===== config.mk =====
export PLATFORM = sky130hd
export DESIGN_NAME = sram_controller
export DESIGN_NICKNAME = d
export VERILOG_FILES = /design/src/rtl/sram_controller.sv
export SDC_FILE = /design/constraint.sdc
export NUM_CORES = 1
export LEC_CHECK = 0
export CORE_AREA = 2 2 118 120
export CTS_BUF_LIST = sky130_fd_sc_hd__clkbuf_16
export DETAILED_ROUTE_END_ITERATION = 8
export DIE_AREA = 0 0 120 122
export PLACE_DENSITY = 0.68
export SLEW_MARGIN = 40
export SYNTH_ARGS = -nofsm -noshare
export SYNTH_HDL_FRONTEND = slang
export SYNTH_SLANG_ARGS = --single-unit

===== constraint.sdc =====
create_clock -name clk -period 4.4 [get_ports clk]
set_input_delay 0.88 -clock clk [delete_from_list [all_inputs] [get_ports clk]]
set_output_delay 0.88 -clock clk [all_outputs]
set_load 0.05 [all_outputs]

===== src/rtl/sram_controller.sv =====
// Bridges a 32-bit load/store request onto a 16-bit asynchronous SRAM as two
// halfword accesses (low half first), stalling the pipeline through `ready`.
module sram_controller #(
    parameter int BASE_ADDR   = 1024,
    parameter int WAIT_CYCLES = 3
) (
    input  logic        clk,
    input  logic        rst,
    input  logic        rd_en,
    input  logic        wr_en,
    input  logic [31:0] address,
    input  logic [31:0] write_data,
    output logic [31:0] read_data,
    output logic        ready,
    output logic [17:0] sram_addr,
    output logic [15:0] sram_dq_out,
    input  logic [15:0] sram_dq_in,
    output logic        sram_dq_oe,
    output logic        sram_we_n,
    output logic        sram_oe_n,
    output logic [1:0]  dbg_state
);

    typedef enum logic [1:0] {
        S_IDLE = 2'd0,
        S_LOW  = 2'd1,
        S_HIGH = 2'd2,
        S_DONE = 2'd3
    } state_t;

    localparam logic [3:0] LAST = 4'(WAIT_CYCLES - 1);

    state_t      state_q, state_d;
    logic [3:0]  cnt_q, cnt_d;
    logic        op_wr_q, op_wr_d;
    logic [16:0] idx_q, idx_d;
    logic [31:0] wdata_q, wdata_d;
    logic [31:0] rdata_q, rdata_d;

    logic        req;
    logic        last;
    logic [16:0] idx_in;

    assign req    = rd_en | wr_en;
    assign last   = (cnt_q == LAST);
    assign idx_in = 17'((address - 32'(BASE_ADDR)) >> 2);

    always_ff @(posedge clk) begin
        if (rst) begin
            state_q <= S_IDLE;
            cnt_q   <= '0;
            op_wr_q <= 1'b0;
            idx_q   <= '0;
            wdata_q <= '0;
            rdata_q <= '0;
        end else begin
            state_q <= state_d;
            cnt_q   <= cnt_d;
            op_wr_q <= op_wr_d;
            idx_q   <= idx_d;
            wdata_q <= wdata_d;
            rdata_q <= rdata_d;
        end
    end

    // Read data is captured on the last cycle of each phase, when the bus has settled longest.
    always_comb begin
        state_d = state_q;
        cnt_d   = cnt_q;
        op_wr_d = op_wr_q;
        idx_d   = idx_q;
        wdata_d = wdata_q;
        rdata_d = rdata_q;
        case (state_q)
            S_IDLE: begin
                if (req) begin
                    state_d = S_LOW;
                    cnt_d   = '0;
                    op_wr_d = wr_en;
                    idx_d   = idx_in;
                    wdata_d = write_data;
                end
            end
            S_LOW: begin
                if (last) begin
                    state_d = S_HIGH;
                    cnt_d   = '0;
                    if (!op_wr_q) rdata_d[15:0] = sram_dq_in;
                end else begin
                    cnt_d = cnt_q + 4'd1;
                end
            end
            S_HIGH: begin
                if (last) begin
                    state_d = S_DONE;
                    cnt_d   = '0;
                    if (!op_wr_q) rdata_d[31:16] = sram_dq_in;
                end else begin
                    cnt_d = cnt_q + 4'd1;
                end
            end
            default: state_d = S_IDLE;
        endcase
    end

    // Strobes come only from registered state; we_n rises on the last phase cycle
    // so the data is still driven across the rising edge.
    always_comb begin
        sram_addr   = '0;
        sram_dq_out = '0;
        sram_dq_oe  = 1'b0;
        sram_we_n   = 1'b1;
        sram_oe_n   = 1'b1;
        if (state_q == S_LOW || state_q == S_HIGH) begin
            sram_addr = {idx_q, state_q == S_HIGH};
            if (op_wr_q) begin
                sram_dq_oe  = 1'b1;
                sram_dq_out = (state_q == S_HIGH) ? wdata_q[31:16] : wdata_q[15:0];
                sram_we_n   = last;
            end else begin
                sram_oe_n = 1'b0;
            end
        end
    end

    assign ready     = rst | (state_q == S_DONE) | ((state_q == S_IDLE) & ~req);
    assign read_data = rdata_q;
    assign dbg_state = state_q;

endmodule


==> metrics.cfg <==
[final_layout]
fillers = 1309
nets = 675
antenna-diode-count = 0
final_cell_mix = 139 x clkdlybuf4s50_1, 88 x dfxtp_1, 83 x nand2_1
layout_commonest_cell = clkdlybuf4s50_1
drive_above_1_share_pct = 5.102
area_growth_pct = 48.80
stdcell_count = 768

[synthesis]
syn-instance-count = 457
yosys.area_share.simple_pct = 26.18
yosysWarningCount = 0
syn_area_per_cell_um2 = 8.679
async_flop_share_pct = 0
synth-seq-area-share_pct = 44.42
yosysUniqueCellTypes = 40
synth_top_family_by_area = simple AND/OR/NAND/NOR gates
synth-edff-count = 0
syn_nets = 549
synth_area_um2 = 3966
synthAdderAreaFrac_pct = 2.524
yosys_most_used_dff = dfxtp_1
synth_xor_area_share_pct = 0.6625
ys_ff_latch = 88
synthMuxAreaShare_pct = 12.65
synth-compound-area-share_pct = 9.180

[setup_path]
r2r_cells = 3
crit_fanout = 25
rr_startpoint = dbg_state[1]
setup.worst_path.end_class = output pin
critPathKind = reg -> out
arrival_ns = 3.00
r2r_setup_slack_ns = 2.17
critical_path_required_ns = 3.52
reg2reg_to = read_data[23]
crit_path_start_kind = register

[clock_tree]
cts_buffer_depth = 2
clock-root-buffer = clkbuf_16
cts_tree = done
cts_resized = 0
insertion_delay_ns = 0.34
cts_setup_buffers = 0
cts-buffers-inserted = 9
clk_pin_slew_ns = 0.06
ctsHoldBuffers = 0
cts.sinks = 88
h-tree-depth = 3

[floorplan]
chipWidth_um = 120
core-area_um2 = 13500
num_rows = 43
initial_utilization_pct = 29.37
die_h_um = 122
ioPinCount = 156
die_area_um2 = 14640

[pwr]
peakVddDrop_v = 0.0003321
p_per_area_nw_per_um2 = 537.1
finalPower_mw = 3.170
cellLeakagePower_nw = 2.218

[sta]
fin_worst_skew_ns = 0.006219
min_period_ns = 3.877
rsz0062_at_grt = no
final_hold_viol_count = 0
fin_setup_tns_ns = 0
holdWs_ns = 0.4524
maxSlewHeadroom_pct = 51.13
max_freq_mhz = 257.9
finalSetupViolCount = 0
slew_viol_final = 0
worstMarginPinSlew_ns = 0.7330
final.setup.worst_slack_ns = 0.5228
period_share_pct = 88.12

[routing]
drtIter0Drc = 106
dr_total_vias = 3476
routed_wl_um = 10400
drc_errors = 0
drt.antenna.violating_nets = 0
wl_per_cell_um = 13.54
vias_per_cell = 4.526
drtPass1Iterations = 4

[placement]
port_buffers = 140
place_inst = 752
post-place-ws_ns = 0.7679
place_congestion = 0.7215
place_hpwl_um = 7260

[grt]
grt_pass1_vias = 3378
grtUsageTotal_pct = 14.16
antenna_found_initial = 0
grt_max_degree = 110
grt_overflow_total = 0
grt_pass1_wl_um = 16660

[run]
max-cap-violations = 0

[worst_hold_path]
hold-path-endpoint = idx_q[6]
min_path_cells = 2
min-delay-path-class = reg -> reg
hp-start = idx_q[6]

[outcome]
status = finished, final reports clean

-- final cells by class --
type	instances	area [um^2]	area share, %
inverter	6	22.52	0.3816
timing repair buffer	147	1493	25.29
sequential	88	1762	29.85
multi-input combinational	331	2063	34.96
tap	180	225.2	3.816
clock buffer	9	225.2	3.816
clock inverter	7	111.4	1.887
-- how the worst max path moves through the flow --
stage | from | cells after the start | end
after floorplan | dbg_state[1] | 5 | sram_dq_out[10]
after global placement | wr_en | 4 | ready
after detailed placement | wr_en | 4 | ready
after CTS | dbg_state[1] | 6 | sram_dq_out[13]
after global routing | dbg_state[0] | 6 | sram_dq_out[15]
final | dbg_state[1] | 6 | sram_dq_out[13]
-- metal layers --
layer | routed length (um) | track usage, % | vias to the layer above
li1 | - | - | 1774
met1 | 4787 | 17.65 | 1597
met5 | 0 | 0 | -
met2 | 4878 | 23.58 | 96
met4 | 139 | 5.074 | 0
met3 | 597 | 3.745 | 9
-- where the power goes --
group / total, mW / switching [mW] / internal (mW)
registers: 1.01 / 0.0816 / 0.933
logic: 1.29 / 0.799 / 0.496
clock network: 0.861 / 0.311 / 0.551
-- critical path, stage by stage (launching register included) --
cell and delay (ns):
dfxtp_1 0.45, inv_1 0.10, ha_1 0.77, nand2_1 0.12, buf_4 0.23, nor2_1 0.16, clkdlybuf4s50_1 0.82
-- logic make-up (layout without fill, tap and decap cells) --
kind of cell,Yosys count,in the layout
simple gates,206,206
buf+inv,38,169
flops,88,88
compound gates,64,64
mux,50,50
xor+xnor,3,3
fa+ha+maj,8,8
-- per-stage QoR --
stage | util [%] | cell area [um^2]
2_1_floorplan | - | 3966
3_3_place_gp | 40.67 | 5492
3_5_place_dp | 41.12 | 5553
4_1_cts | 43.61 | 5889
5_1_grt | 43.70 | 5902
6_report | 43.70 | 5902
-- registers in the layout, indices dropped and copies added, names as in the netlist --
name / cells
op_wr_q: 1
wdata_q: 32
dbg_state: 2
read_data: 32
cnt_q: 4
idx_q: 17
-- cells in the mapped netlist (2+ instances only) --
| library cell | number | share of area [%] |
|---|---|---|
| nand4_1 | 3 | 0.47 |
| or3b_1 | 2 | 0.44 |
| nand2b_1 | 51 | 8.0 |
| o31ai_1 | 4 | 0.76 |
| dfxtp_1 | 88 | 44 |
| nor3b_1 | 7 | 1.3 |
| nor2b_1 | 4 | 0.63 |
| buf_2 | 2 | 0.25 |
| or3_1 | 3 | 0.47 |
| o21bai_1 | 2 | 0.38 |
| nand2_1 | 83 | 7.9 |
| xnor2_1 | 2 | 0.44 |
| nor3_1 | 2 | 0.25 |
| a211oi_1 | 8 | 1.5 |
| nor4_1 | 2 | 0.32 |
| inv_1 | 6 | 0.57 |
| clkbuf_1 | 24 | 2.3 |
| mux2i_1 | 49 | 12 |
| a21oi_1 | 43 | 5.4 |
| nor2_1 | 25 | 2.4 |
| nand3_1 | 2 | 0.25 |
| ha_1 | 8 | 2.5 |
| o21ai_0 | 3 | 0.38 |
| buf_1 | 2 | 0.19 |
| and2_1 | 17 | 2.7 |
Power figures use the tool's default switching activity.
